### config.mk
export PLATFORM = sky130hd
export DESIGN_NAME = pipeline_hazard_ctrl
export DESIGN_NICKNAME = d
export VERILOG_FILES = /design/src/rtl/mips_pipe_pkg.sv /design/src/rtl/sat_counter.sv /design/src/rtl/pipeline_hazard_ctrl.sv
export SDC_FILE = /design/constraint.sdc
export NUM_CORES = 1
export LEC_CHECK = 0
export BUFFER_PORTS_ARGS = -buffer_cell sky130_fd_sc_hd__buf_4
export CORE_MARGIN = 5
export CORE_UTILIZATION = 48
export CTS_CLUSTER_SIZE = 14
export DETAILED_ROUTE_END_ITERATION = 8
export PLACE_DENSITY = 0.79
export SKIP_CTS_REPAIR_TIMING = 1
export SYNTH_ARGS = -nofsm -noshare
export SYNTH_HDL_FRONTEND = slang
export SYNTH_SLANG_ARGS = --single-unit
### constraint.sdc
create_clock -name clk_i -period 2.45 [get_ports clk_i]
set_input_delay 0.1225 -clock clk_i [delete_from_list [all_inputs] [get_ports clk_i]]
set_output_delay 0.1225 -clock clk_i [all_outputs]
set_load 0.03 [all_outputs]
### src/rtl/mips_pipe_pkg.sv
// Shared types and constants for the MIPS pipeline hazard control logic.
package mips_pipe_pkg;

    // Width of a general-purpose register index.
    localparam int REG_IDX_W = 5;

    // Width of the mul/div busy down-counter; bounds MD_LATENCY to 1..4.
    localparam int MD_CNT_W = 2;

    // Mul/div unit tracking state.
    typedef enum logic {
        MD_IDLE = 1'b0,
        MD_BUSY = 1'b1
    } md_state_e;

    // Pipeline steering controls produced every cycle.
    typedef struct packed {
        logic pc_write;
        logic ifid_write;
        logic idex_write;
        logic exmem_write;
        logic ifid_flush;
        logic idex_flush;
        logic exmem_flush;
        logic memwb_bubble;
    } hz_ctrl_t;

    // No hazard: everything advances, nothing is squashed.
    localparam hz_ctrl_t CTRL_PASS = '{
        pc_write: 1'b1, ifid_write: 1'b1, idex_write: 1'b1, exmem_write: 1'b1,
        ifid_flush: 1'b0, idex_flush: 1'b0, exmem_flush: 1'b0, memwb_bubble: 1'b0
    };

    // Data memory stall: hold IF..EX, let MEM/WB drain with a bubble.
    localparam hz_ctrl_t CTRL_FREEZE = '{
        pc_write: 1'b0, ifid_write: 1'b0, idex_write: 1'b0, exmem_write: 1'b0,
        ifid_flush: 1'b0, idex_flush: 1'b0, exmem_flush: 1'b0, memwb_bubble: 1'b1
    };

    // Taken branch in MEM: squash the three younger instructions.
    localparam hz_ctrl_t CTRL_FLUSH = '{
        pc_write: 1'b1, ifid_write: 1'b1, idex_write: 1'b1, exmem_write: 1'b1,
        ifid_flush: 1'b1, idex_flush: 1'b1, exmem_flush: 1'b1, memwb_bubble: 1'b0
    };

    // Interlock: hold PC and IF/ID, insert a bubble into ID/EX.
    localparam hz_ctrl_t CTRL_ID_BUBBLE = '{
        pc_write: 1'b0, ifid_write: 1'b0, idex_write: 1'b1, exmem_write: 1'b1,
        ifid_flush: 1'b0, idex_flush: 1'b1, exmem_flush: 1'b0, memwb_bubble: 1'b0
    };

    // Load in EX writes a register the ID instruction reads; r0 never counts.
    function automatic logic load_use_hit(
        input logic                 ex_mem_read,
        input logic [REG_IDX_W-1:0] ex_target,
        input logic [REG_IDX_W-1:0] id_rs,
        input logic [REG_IDX_W-1:0] id_rt,
        input logic                 id_uses_rt
    );
        return ex_mem_read && (ex_target != '0) &&
               ((ex_target == id_rs) || (id_uses_rt && (ex_target == id_rt)));
    endfunction

endpackage

### src/rtl/sat_counter.sv
// Saturating up-counter with synchronous clear; clear wins over increment.
module sat_counter #(
    parameter int WIDTH = 16
) (
    input  logic             clk_i,
    input  logic             rst_ni,
    input  logic             inc_i,
    input  logic             clr_i,
    output logic [WIDTH-1:0] count_o
);

    logic [WIDTH-1:0] count_q;

    // Count up until all-ones, then hold; clear takes precedence.
    always_ff @(posedge clk_i or negedge rst_ni) begin
        if (!rst_ni) begin
            count_q <= '0;
        end else if (clr_i) begin
            count_q <= '0;
        end else if (inc_i && (count_q != '1)) begin
            count_q <= count_q + 1'b1;
        end
    end

    assign count_o = count_q;

endmodule

### src/rtl/pipeline_hazard_ctrl.sv
// Stall/flush sequencer for the 5-stage MIPS pipeline: load-use, mul/div
// HI/LO interlock, taken-branch flush and data-memory freeze, plus a
// saturating count of cycles in which the PC was held.
module pipeline_hazard_ctrl
    import mips_pipe_pkg::*;
#(
    parameter int MD_LATENCY  = 4,
    parameter int STALL_CNT_W = 16
) (
    input  logic                   clk_i,
    input  logic                   rst_i,
    input  logic [REG_IDX_W-1:0]   ID_RS,
    input  logic [REG_IDX_W-1:0]   ID_RT,
    input  logic                   ID_UsesRT,
    input  logic                   ID_MulDiv,
    input  logic                   ID_ReadsHILO,
    input  logic                   EX_MemRead,
    input  logic [REG_IDX_W-1:0]   EX_target,
    input  logic                   EX_MulDiv,
    input  logic                   MEM_BranchTaken,
    input  logic                   Dmem_wait,
    input  logic                   Stall_clr,
    output logic                   PC_Write,
    output logic                   IFID_Write,
    output logic                   IDEX_Write,
    output logic                   EXMEM_Write,
    output logic                   IFID_Flush,
    output logic                   IDEX_Flush,
    output logic                   EXMEM_Flush,
    output logic                   MEMWB_Bubble,
    output logic                   MulDiv_busy,
    output logic [STALL_CNT_W-1:0] Stall_count
);

    // Reload value so that the unit reports busy for exactly MD_LATENCY cycles
    // (counts MD_LATENCY-1 down to 0 inclusive). MD_LATENCY must be 1..4.
    localparam logic [MD_CNT_W-1:0] MD_CNT_INIT = MD_CNT_W'(MD_LATENCY - 1);

    md_state_e             state_q;
    logic [MD_CNT_W-1:0]   md_cnt_q;
    hz_ctrl_t              ctrl;
    logic                  md_interlock;
    logic                  load_use;
    logic                  md_start;
    logic                  stall_cycle;

    // An instruction touching HI/LO must wait while the unit is starting or busy.
    assign md_interlock = (ID_ReadsHILO || ID_MulDiv) && (EX_MulDiv || (state_q == MD_BUSY));
    assign load_use     = load_use_hit(EX_MemRead, EX_target, ID_RS, ID_RT, ID_UsesRT);

    // A mul/div only launches if it actually leaves EX this cycle.
    assign md_start = (state_q == MD_IDLE) && EX_MulDiv && !Dmem_wait && !MEM_BranchTaken;

    // Priority decode: freeze > flush > mul/div interlock > load-use > pass.
    always_comb begin
        // NOTE: ctrl gets a default before the priority chain so every path
        // assigns it and no latch is inferred.
        ctrl = CTRL_PASS;
        if (Dmem_wait) begin
            ctrl = CTRL_FREEZE;
        end else if (MEM_BranchTaken) begin
            ctrl = CTRL_FLUSH;
        end else if (md_interlock || load_use) begin
            ctrl = CTRL_ID_BUBBLE;
        end
    end

    // Mul/div tracking FSM; the counter runs regardless of pipeline freezes.
    always_ff @(posedge clk_i or negedge rst_i) begin
        // NOTE: state uses non-blocking assignments so every flop samples
        // pre-edge values regardless of statement order.
        if (!rst_i) begin
            state_q  <= MD_IDLE;
            md_cnt_q <= '0;
        end else begin
            case (state_q)
                MD_IDLE: begin
                    if (md_start) begin
                        state_q  <= MD_BUSY;
                        md_cnt_q <= MD_CNT_INIT;
                    end
                end
                MD_BUSY: begin
                    // A mul/div appearing in EX here is ignored: no restart.
                    if (md_cnt_q == '0) begin
                        state_q <= MD_IDLE;
                    end else begin
                        md_cnt_q <= md_cnt_q - 1'b1;
                    end
                end
                default: begin
                    state_q  <= MD_IDLE;
                    md_cnt_q <= '0;
                end
            endcase
        end
    end

    assign PC_Write     = ctrl.pc_write;
    assign IFID_Write   = ctrl.ifid_write;
    assign IDEX_Write   = ctrl.idex_write;
    assign EXMEM_Write  = ctrl.exmem_write;
    assign IFID_Flush   = ctrl.ifid_flush;
    assign IDEX_Flush   = ctrl.idex_flush;
    assign EXMEM_Flush  = ctrl.exmem_flush;
    assign MEMWB_Bubble = ctrl.memwb_bubble;
    assign MulDiv_busy  = (state_q == MD_BUSY);

    // Any cycle in which the PC is held counts as a stall cycle.
    assign stall_cycle = !ctrl.pc_write;

    sat_counter #(
        .WIDTH (STALL_CNT_W)
    ) u_stall_cnt (
        .clk_i   (clk_i),
        .rst_ni  (rst_i),
        .inc_i   (stall_cycle),
        .clr_i   (Stall_clr),
        .count_o (Stall_count)
    );

endmodule
# [Word-level counts from Yosys, hierarchy flattened]
# Index checks and enable logic that the tools add are counted.
[word_totals] inputBits=25 wordCells=41 out_inout_bits=25 regBits=19
[op_classes] n_eq_ne=5 n_reduce_logical=19 n_bitwise=1 add_sub_neg=2 n_mux=11
[ops] op="16-bit two-way mux" count=2
[ops] op="8-bit two-way mux" count=3
[ops] op="16-bit by 1-bit adder with 16-bit output, second input constant" count=1
[ops] op="16-bit != test, second input constant" count=1
[ops] op="5-bit == test" count=2
[ops] op="1-bit logical AND" count=8
[ops] op="5-bit nonzero test" count=1
[ops] op="1-bit logical OR" count=4
[ops] op="2-bit two-way mux" count=2
[ops] op="2-bit != test, second input constant" count=2
[ops] op="2-bit case mux with 2 select lines" count=1
[ops] op="1-bit zero test" count=3
[ops] op="2-bit zero test" count=1
[ops] op="1-bit two-way mux" count=2
[ops] op="1-bit case mux with 2 select lines" count=1
[ops] op="2-bit AND reduction" count=1
[ops] op="2-bit nonzero test" count=1
[ops] op="2-bit by 1-bit subtractor with 2-bit output, second input constant" count=1
[ops] op="1-bit inverter" count=1

# [Longest topological paths before layout]
# Gate-level depths: netlist (run 1).
[logic_depth] depth_word=12 mapped_depth=10 ltp_nobuf=7

# [Modules after synthesis]
# From an unflattened synthesis (run 1), not the netlist that was laid out.
[unflattened] cells_unflattened=142 hier_area_um2=1300.0
[by_module_without_submodules] mod="sat_counter" seq_area_each_um2=400.4 area_per_inst_um2=942.2 instances=1 cells_per_inst=98
[by_module_without_submodules] mod="pipeline_hazard_ctrl" seq_area_each_um2=75.1 area_per_inst_um2=357.8 instances=1 cells_per_inst=44

# [Worst setup path after synthesis (run 1)]
# No wires, ideal clock.
[synth_timing] kind="reg-to-reg" start="reg u_stall_cnt.count_q[0] (netlist: u_stall_cnt.count_o[0])" end="reg u_stall_cnt.count_q[1] (netlist: u_stall_cnt.count_o[1])" setup_slack_ns=-0.049 synth_period_minus_slack_ns=2.499 stages_incl_launch_ff=11 setup_ns=0.136 arrival_time_ns=2.364 t_required_ns=2.314 path_buffers=3 cell_sequence="dfrtp_1 > ha_1 > clkbuf_1 > nand4_1 > or4_1 > and2_2 > a21oi_4 > buf_6 > buf_12 > mux2i_1 > nor2_1"
[synth_between] elab_chain_cells=3 elab_cells_between_ends=6 cone_classes="add/sub: 1; eq/ne: 1; mux: 2; reduce/logical: 2"
[synth_lines] item="from (decl)" line="sat_counter.sv:12" text="logic [WIDTH-1:0] count_q;"
[synth_lines] item="from (signal assigned)" line="sat_counter.sv:21" text="count_q <= count_q + 1'b1;"
[synth_lines] item="16-bit by 1-bit adder with 16-bit output / 16-bit != test (equally long branches)" line="sat_counter.sv:21, sat_counter.sv:20"
[synth_lines] item="16-bit two-way mux / 1-bit logical AND (equally long branches)" line="sat_counter.sv:20" text="end else if (inc_i && (count_q != '1)) begin"
[synth_lines] item="16-bit two-way mux / 2-bit nonzero test (equally long branches)"
# Several ways; a longest one is shown, not always the timed one. The select of a mux whose other input is x is not followed.
# A chain may end at the register's enable or synchronous reset.

# [Worst setup path in the final report (run 1)]
[layout_timing] start="reg u_stall_cnt.count_q[0] (netlist: u_stall_cnt.count_o[0])" end="reg u_stall_cnt.count_q[11] (netlist: u_stall_cnt.count_o[11])"
# The elaborated chain is that of the path after synthesis.

==> flow_summary_export.csv, run 1 <==
group,metric,value,unit
outcome,status,"completed",
global_routing,grt_pass1_vias,1210,
pwr,p_sw_share,36.4,%
die,rows,18,
cts,cts_root_buf,"clkbuf_4",
routing,viasPerCell,5.61,
setup_path,cp_num_buf_inv,1,
cts,clk_latency,300,ps
synth,yosys.area.top_type,"dfrtp_1",
setup_path,end_kind,"register",
pwr,clkPwrFrac,18.8,%
timing,post-route-min-period,2340,ps
placement,hpwlAfterDp,2.62,mm
cts,htreeDepth,1,
pwr,vdd_drop_max,0.000506,V
routing,ant_nets,0,
timing,setup_viol,0,
placement,gp_congestion,0.789,
die,ios,50,
synth,synth.most_common_cell,"dfrtp_1",
cts,cts_tree,"done",
synth,avgSynthCellArea,9.07,um^2
layout,drive_above_1_share,43.3,%
pwr,p_per_area,505,nW/um^2
routing,vias,1257,
setup_path,worstPathRequired,2670,ps
cts,cts_sinks,19,
synth,ys_dominant_reg_cell,"dfrtp_1",
cts,numCtsBuffers,3,
timing,final_hold_viol_count,0,
die,dieWidth,61.8,um
synth,yosysTopAreaCellShare,36.9,%
timing,slew_viol_final,0,
synth,synth_commonest_cells,"dfrtp_1 (19), a21oi_1 (12), nand3_1 (11), xnor2_1 (10), inv_1 (9)",
global_routing,antenna_found_initial,0,
pwr,power.leakage,0.753,nW
setup_path,cpLargestDelayFamily,"simple AND/OR/NAND/NOR gates",
setup_path,cp.arrival,2560,ps
synth,synth-edff-count,0,
die,die_h,61.8,um
setup_path,critical_path.max_fanout,11,
synth,syn_area,1290,um^2
timing,slew_headroom,70.7,%
synth,synthTopCellsByArea,"dfrtp_1 (37%), xnor2_1 (6.8%), a21oi_1 (4.7%)",
job,drv_cap,0,
setup_path,crit_path_start_kind,"register",
synth,ys_warn_count,0,
timing,setup_tns,0,ps
synth,synth_cell_types,36,
cts,cts_buffer_depth,2,
routing,drc,0,
routing,avgRoutedWirePerCell,15.0,um
timing,grt_setup_unrepaired,"no",
pwr,seq_power_share,44.8,%
cts,clkSlewWorstSetupHoldPaths,120,ps
global_routing,grt_pass1_wl,5.36,mm
die,initial_utilization,51.0,%
setup_path,cp_slowest_cell,"or4_2",
layout,num-nets-final,222,
pwr,pwr-share-comb,36.4,%
die,dieArea,3820,um^2
min_path,hp-class,"in2reg",
synth,ys_seq_elements,19,
global_routing,grt_usage,19.2,%
routing,drt_pass1_iterations,4,
pwr,power,865,uW
synth,synthArstFlopShare,100,%
setup_path,crit_chain,"ha_1 -> nand4_1 -> or4_1 -> nor3b_2 -> a21oi_4 -> buf_4 -> or4_2 -> a21oi_1",
layout,syn_to_final_growth,33.0,%
timing,period_share,95.7,%
global_routing,grt.overflow.total,0,
routing,drt_iter0_drc,29,
timing,fmax,0.427,GHz
synth,synth_nets,169,
setup_path,critical_path_class,"reg2reg",
pwr,switching_power,314,uW
synth,synthCells,142,
setup_path,crit_path_max_incr_delay,600,ps
pwr,internal_power,550,uW
global_routing,grt_max_degree,20,
layout,diodes,0,
synth,synth_seq_area_share,36.9,%
placement,port_buffers,49,
routing,wl,3.35,mm
timing,tightest_slew,439,ps
timing,skew,13.7,ps
die,core_area,2520,um^2
==> per-stage QoR <==
| step | setup slack [ps] | std cells | area [um^2] | hold slack (ps) | utilization, % |
|---|---|---|---|---|---|
| floorplan | 71.6 | 142 | 1290 | -173 | - |
| global placement | 266 | 216 | 1650 | 6.67 | 65.5 |
| detailed placement | 150 | 216 | 1650 | 13.5 | 65.5 |
| CTS | 132 | 220 | 1680 | -327 | 66.6 |
| global route | 9.09 | 224 | 1710 | 106 | 67.9 |
| finish | 106 | 224 | 1710 | 103 | 67.9 |
==> worst paths after layout <==
| check | start | end | slack (ps) | cells past startpoint |
|---|---|---|---|---|
| max | u_stall_cnt.count_o[0] | u_stall_cnt.count_o[11] | 110 | 8 |
| min | Stall_clr | u_stall_cnt.count_o[3] | 100 | 2 |
| max reg2reg | u_stall_cnt.count_o[0] | u_stall_cnt.count_o[11] | 110 | 8 |
| min reg2reg | md_cnt_q[1] | md_cnt_q[1] | 590 | 2 |
| max in group asynchronous | rst_i | u_stall_cnt.count_o[15] | 2010 | 2 |
| min in group asynchronous | rst_i | md_cnt_q[1] | 210 | 2 |
==> placed cells by master (no fill, tap or decap), drive strengths merged <==
master | synthesis | layout
nand2b | 1 | 1
nor3 | 2 | 2
and2 | 1 | 1
and3 | 2 | 2
nand3 | 11 | 11
dlygate4sd3 | 0 | 1
a31oi | 1 | 1
ha | 2 | 2
o22ai | 2 | 2
or3 | 8 | 8
nor3b | 1 | 1
nor4 | 1 | 1
mux2i | 2 | 2
a21oi | 18 | 18
dfrtp | 19 | 19
nand4 | 6 | 6
or2 | 1 | 1
xnor2 | 10 | 10
o31ai | 5 | 5
inv | 9 | 9
a211oi | 1 | 1
o21ai | 10 | 10
xor2 | 2 | 2
nor2 | 6 | 6
buf | 7 | 56
clkbuf | 2 | 3
and4 | 1 | 1
or4 | 7 | 7
nand2 | 4 | 4
clkinv | 0 | 1
==> flip-flops by register name (all words and copies together) (netlist names) <==
name                 count
md_cnt_q                 2
MulDiv_busy              1
u_stall_cnt.count_o     16
==> area by class of cell <==
type	instances	area, um^2
Sequential cell	19	478
Clock buffer	3	22.5
Timing Repair Buffer	57	430
Tap cell	30	37.5
Inverter	9	33.8
Fill cell	217	810
Multi-Input combinational cell	105	706
Clock inverter	1	5.00
==> layer usage <==
layer / global-route usage, % / up-vias / wire length, um / part of all wire, %
li1: - / 622 / - / -
met1: 21.0 / 603 / 1430 / 43
met2: 37.1 / 30 / 1790 / 53
met3: 3.10 / 2 / 124 / 3.7
met4: 6.36 / 0 / 16 / 0.48
met5: 0 / - / 0 / 0
==> power by group through the flow <==
stage	logic [mW]	registers, mW	clock network, mW
after CTS	0.310	0.387	0.169
after detailed placement	0.309	0.394	0
final	0.315	0.387	0.163
after global routing	0.348	0.394	0.179
after global placement	0.292	0.391	0
after floorplan	0.177	0.417	0
==> kinds of logic (layout without fill, tap and decap cells) <==
group | count (synthesis) | in the layout | synth area share (%)
AOI/OAI and AO/OA | 37 | 37 | 18.5
buffers and inverters | 18 | 70 | 8.26
and+or+nand+nor | 52 | 52 | 24.7
xor gates and xnor gates | 12 | 12 | 8.16
muxes | 2 | 2 | 1.55
adders and majority gates | 2 | 2 | 1.94
DFF | 19 | 19 | 36.9
No activity file was read; power rests on OpenSTA's default activity.
==> run 2: changes to the inputs <==
Settings changed: ABC_AREA from default to 1, CORE_UTILIZATION 48 to 50, PLACE_DENSITY 0.79 to 0.8.
==> run 2 against run 1 <==
Sequential cell count stayed put. Fmax grew 24%. Wire length down 2.2%. Final cell count increased by 31%. Sequential power is 4% lower. Sequential share of layout area down 1.8 points. Synthesized cell count grew 54%.
==> flow_summary_export.csv, run 2 <==
group,metric,value,unit
setup_path,cp.arrival,2090,ps
pwr,p_per_area,461,nW/um^2
die,initial_utilization,52.1,%
routing,met3_length,128,um
routing,drt_iter0_drc,59,
routing,avgRoutedWirePerCell,11.2,um
routing,wl,3.28,mm
timing,slew_viol_final,0,
synth,ys_dominant_reg_cell,"dfrtp_1",
setup_path,worstPathRequired,2650,ps
cts,cts_sinks,19,
synth,avgSynthCellArea,6.59,um^2
setup_path,crit_chain,"ha_1 -> nand3_2 -> nor2_4 -> nand3_2 -> nor2_4 -> nand4_2 -> nand3_4 -> nand2_4 -> nand2_1 -> nand2_1",
die,die_h,63.6,um
die,dieWidth,63.6,um
setup_path,cp.depth,10,
timing,tightest_slew,528,ps
die,core_area,2760,um^2
layout,layout_commonest_cell,"nand2_1",
cts,clk_latency,300,ps
routing,viasPerCell,4.86,
global_routing,grt.overflow.total,0,
routing,wl_met1,1.55,mm
placement,hpwlAfterDp,2.54,mm
routing,ant_nets,0,
layout,diodes,0,
global_routing,antenna_found_initial,0,
job,drv_cap,0,
layout,num-nets-final,291,
routing,drt_pass1_iterations,4,
outcome,status,"completed",
timing,period_share,77.2,%
global_routing,grt_pass1_wl,5.91,mm
setup_path,critical_path.max_fanout,17,
timing,whs,154,ps
setup_path,cp_num_buf_inv,0,
synth,ys_warn_count,0,
timing,setup_tns,0,ps
setup_path,cpLargestDelayFamily,"simple AND/OR/NAND/NOR gates",
timing,setup_viol,0,
synth,synth_nets,245,
die,ios,50,
setup_path,crit_path_max_incr_delay,430,ps
routing,drc,0,
synth,synth_seq_area_share,33.1,%
placement,port_buffers,49,
layout,final_cell_mix,"nand2_1 (73), buf_4 (49), inv_1 (29), nor2_1 (23), nand3_1 (21)",
synth,synthArstFlopShare,100,%
setup_path,critical_path_class,"reg2reg",
routing,vias,1428,
routing,wl_met2,1.56,mm
layout,largest_reg_flops,16,
timing,skew,1.03,ps
placement,gp_congestion,0.813,
setup_path,cp_slowest_cell,"dfrtp_1",
layout,fillers,259,
timing,final_hold_viol_count,0,
pwr,power,839,uW
synth,synthTopCellsByArea,"dfrtp_1 (33%), nand2_1 (19%), inv_1 (7.6%)",
synth,synth.most_common_cell,"nand2_1",
synth,synth_cell_types,26,
timing,grt_setup_unrepaired,"no",
cts,clkSlewWorstSetupHoldPaths,110,ps
synth,synth_commonest_cells,"nand2_1 (73), inv_1 (29), nor2_1 (23), nand3_1 (21), dfrtp_1 (19)",
pwr,power.leakage,1.03,nW
timing,fmax,0.529,GHz
layout,multi_input_area,785,um^2
routing,highest_layer,"met4",
min_path,worstHoldPathCells,3,
timing,slew_headroom,64.6,%
layout,final-seq-area,475,um^2
synth,synth-edff-count,0,
min_path,hp-class,"in2reg",
global_routing,grt_max_degree,20,
synth,ys_seq_elements,19,
die,rows,19,
cts,htreeDepth,1,
cts,cts_buffer_depth,2,
synth,synthCells,218,
timing,post-route-min-period,1890,ps
setup_path,end_kind,"register",
synth,yosys.area.top_type,"dfrtp_1",
cts,numCtsBuffers,3,
cts,cts_root_buf,"clkbuf_4",
setup_path,crit_path_start_kind,"register",
synth,yosysTopAreaCellShare,33.1,%
global_routing,grt_usage,17.5,%
pwr,vdd_drop_max,0.000413,V
layout,syn_to_final_growth,26.7,%
layout,drive_above_1_share,24.3,%
setup_path,rr_worst_depth,10,
global_routing,grt_pass1_vias,1351,
synth,syn_area,1440,um^2
cts,cts_tree,"done",
die,dieArea,4040,um^2
## run 2: worst paths after layout
path	from	to	slack (ps)
min reg2reg	u_stall_cnt.count_o[9]	u_stall_cnt.count_o[9]	550
min in group asynchronous	rst_i	md_cnt_q[1]	220
max	u_stall_cnt.count_o[0]	u_stall_cnt.count_o[12]	560
min	EX_MulDiv	MulDiv_busy	150
max in group asynchronous	rst_i	u_stall_cnt.count_o[5]	2030
max reg2reg	u_stall_cnt.count_o[0]	u_stall_cnt.count_o[12]	560
## run 2: tightest hold or removal path, delay by kind of cell
kind,cells,cell delay (ps)
compound gates,1,120
buf+inv,1,80
simple gates,1,80
## run 2: cells by family (layout without fill, tap and decap cells)
family | count (synthesis) | in the layout | synth area share [%]
XOR/XNOR | 6 | 6 | 3.66
adder cells (fa/ha/maj) | 2 | 2 | 1.74
flip-flops | 19 | 19 | 33.1
AND/OR/NAND/NOR | 136 | 136 | 43.7
AO/OA/AOI/OAI | 15 | 15 | 5.49
buffers and inverters | 40 | 85 | 12.3
## run 2: final cells by class
| cell class | count | area share, % |
|---|---|---|
| multi-input cells | 159 | 43.1 |
| flip-flops and latches | 19 | 26.1 |
| repair buffers | 50 | 20.8 |
| inverters | 31 | 6.39 |
| well taps | 31 | 2.13 |
| clock buffers | 3 | 1.24 |
| clock inverters | 1 | 0.275 |
## run 2: through the flow
stage / cells / area (um^2) / util, % / setup slack (ps)
global placement: 289 / 1780 / 64.7 / 634
global route: 294 / 1820 / 66.0 / 358
detailed placement: 289 / 1780 / 64.7 / 562
CTS: 293 / 1810 / 65.7 / 546
finish: 294 / 1820 / 66.0 / 558
floorplan: 218 / 1440 / - / 517
## run 2: report_power, final
group | total, mW | internal (mW) | switching (mW)
sequential | 0.371 | 0.347 | 0.0234
clock | 0.163 | 0.0609 | 0.102
combinational | 0.305 | 0.115 | 0.190
total | 0.839 | 0.523 | 0.316
## run 2: routing by layer
metal  vias to the layer above  track usage, %
met2                        27            29.4
met3                         5            2.84
met5                         -               0
li1                        774               -
met1                       622            23.0
met4                         0            4.68
==> run 3: changes to the inputs <==
Settings changed: CORE_UTILIZATION 50 to 45, PLACE_DENSITY 0.8 to 0.76.
Clock period 2.45 ns to 1.6 ns, I/O delays scaled along.
==> run 3 against run 2 <==
The run now ends with negative setup slack left. Core utilization increased by 0.090 points. First-iteration DRC count up 130%. Die area grew 9.3%. Count of clock-buffer cells in the layout rose by 1. Combinational power rose by 85%. Register-to-register slack worse by 580 ps. Sequential power is 54% higher. Final cell count up 11%.
==> flow_summary_export.csv, run 3 (synthesis gave the netlist of run 2 again) <==
group,metric,value,unit
layout,syn_to_final_growth,40.5,%
outcome,status,"finished with violations",
setup_path,end_kind,"register",
global_routing,antenna_found_initial,0,
pwr,vdd_drop_max,0.000295,V
layout,fin_cells,326,
placement,gp_congestion,0.877,
cts,cts_sinks,19,
setup_path,critical_path_class,"reg2reg",
timing,post-route-min-period,1620,ps
timing,period_share,101,%
setup_path,cp.arrival,1820,ps
min_path,hp-class,"in2reg",
timing,timing.final.ws_setup,-22.6,ps
global_routing,grt_pass1_vias,1379,
die,dieWidth,66.5,um
timing,slew_viol_final,0,
placement,post_dp_cell_area,1940,um^2
layout,layout_commonest_cell,"nand2_1",
global_routing,grt.overflow.total,0,
routing,viasPerCell,4.65,
layout,largest_reg_flops,16,
placement,dp.cells,318,
routing,drt_pass1_iterations,4,
placement,port_buffers,49,
layout,drive_above_1_share,30.5,%
cts,htreeDepth,1,
cts,numCtsBuffers,3,
routing,drt_iter0_drc,137,
layout,num-nets-final,310,
timing,tightest_slew,343,ps
timing,final_hold_viol_count,0,
die,die_h,66.5,um
routing,avgRoutedWirePerCell,10.7,um
die,initial_utilization,47.0,%
routing,ant_nets,0,
routing,wl,3.49,mm
cts,cts_tree,"done",
cts,clk_latency,290,ps
pwr,power.leakage,1.12,nW
setup_path,worstPathRequired,1800,ps
placement,pre_cts_ws,17.6,ps
layout,final_cell_mix,"nand2_1 (73), buf_4 (66), inv_1 (29), nor2_1 (23), nand3_1 (21)",
pwr,p_per_area,683,nW/um^2
global_routing,grt_pass1_wl,5.99,mm
layout,diodes,0,
cts,clkSlewWorstSetupHoldPaths,110,ps
cts,cts_root_buf,"clkbuf_4",
die,core_area,3050,um^2
outcome,violations,"negative setup slack",
cts,cts_buffer_depth,2,
timing,skew,3.15,ps
timing,setup_viol,14,
timing,slew_headroom,77.0,%
layout,fillers,284,
die,rows,20,
die,ios,50,
routing,drc,0,
timing,grt_setup_unrepaired,"yes",
layout,final_area,2020,um^2
routing,vias,1517,
timing,whs,142,ps
global_routing,grt_max_degree,20,
placement,hpwlAfterDp,2.75,mm
die,dieArea,4420,um^2
timing,fmax,0.616,GHz
global_routing,grt_usage,16.8,%
job,drv_cap,0,
setup_path,critical_path.max_fanout,16,
setup_path,crit_path_start_kind,"register",
==> run 3: changes by cell type in the layout (fill, tap and decap cells not counted), sizes merged <==
cell / previous run / this run
buf: 49 / 68
clkbuf: 3 / 4
clkinv: 2 / 1
==> run 3: final cells by class <==
| class | instances | area, um^2 | area share (%) |
|---|---|---|---|
| Inverter | 31 | 116 | 5.77 |
| Sequential cell | 19 | 479 | 23.7 |
| Multi-Input combinational cell | 159 | 813 | 40.3 |
| Clock buffer | 4 | 26.3 | 1.30 |
| Timing Repair Buffer | 69 | 528 | 26.2 |
| Tap cell | 44 | 55.1 | 2.73 |
==> run 3: through the flow <==
stage               setup TNS [ps]  power, mW  util (%)
finish                        -136       1.38      66.1
global route                 -2440       1.48      66.1
CTS                          -11.8       1.35      64.5
detailed placement               0       1.11      63.6
global placement                 0       1.10      63.6
floorplan                    -1840      0.904         -
==> run 3: worst paths after layout <==
check                                  startpoint  cells after the start  slack, ps                      to
max                        u_stall_cnt.count_o[0]                     10        -20  u_stall_cnt.count_o[5]
max in group asynchronous                   rst_i                      2       1200  u_stall_cnt.count_o[1]
min in group asynchronous                   rst_i                      2        180  u_stall_cnt.count_o[8]
max reg2reg                u_stall_cnt.count_o[0]                     10        -20  u_stall_cnt.count_o[5]
min reg2reg                u_stall_cnt.count_o[9]                      2        550  u_stall_cnt.count_o[9]
min                                     EX_MulDiv                      3        140             MulDiv_busy
==> run 3: where the power goes <==
group	total [mW]	leakage [nW]	switching (mW)	internal, mW
Combinational	0.565	0.850	0.324	0.240
Clock	0.245	0.0150	0.148	0.0969
Sequential	0.570	0.252	0.0354	0.535
Total	1.38	1.12	0.508	0.872
==> run 3: per-layer routing <==
metal	vias up	global-route usage, %	routed length [um]
li1	809	-	-
met1	651	21.8	1530
met2	53	30.2	1720
met3	4	1.18	190
met4	0	3.81	48
met5	-	0	0
==> run 3: worst max-delay path, stage by stage (launching register included) <==
cell     delay, ps
dfrtp_2        410
ha_4           160
nand3_4         80
nor2_4         100
nand3_2        100
nor2_4         120
nand4_2        120
nand3_4        170
nand2_8        110
nand2_1         90
nand2_1         50
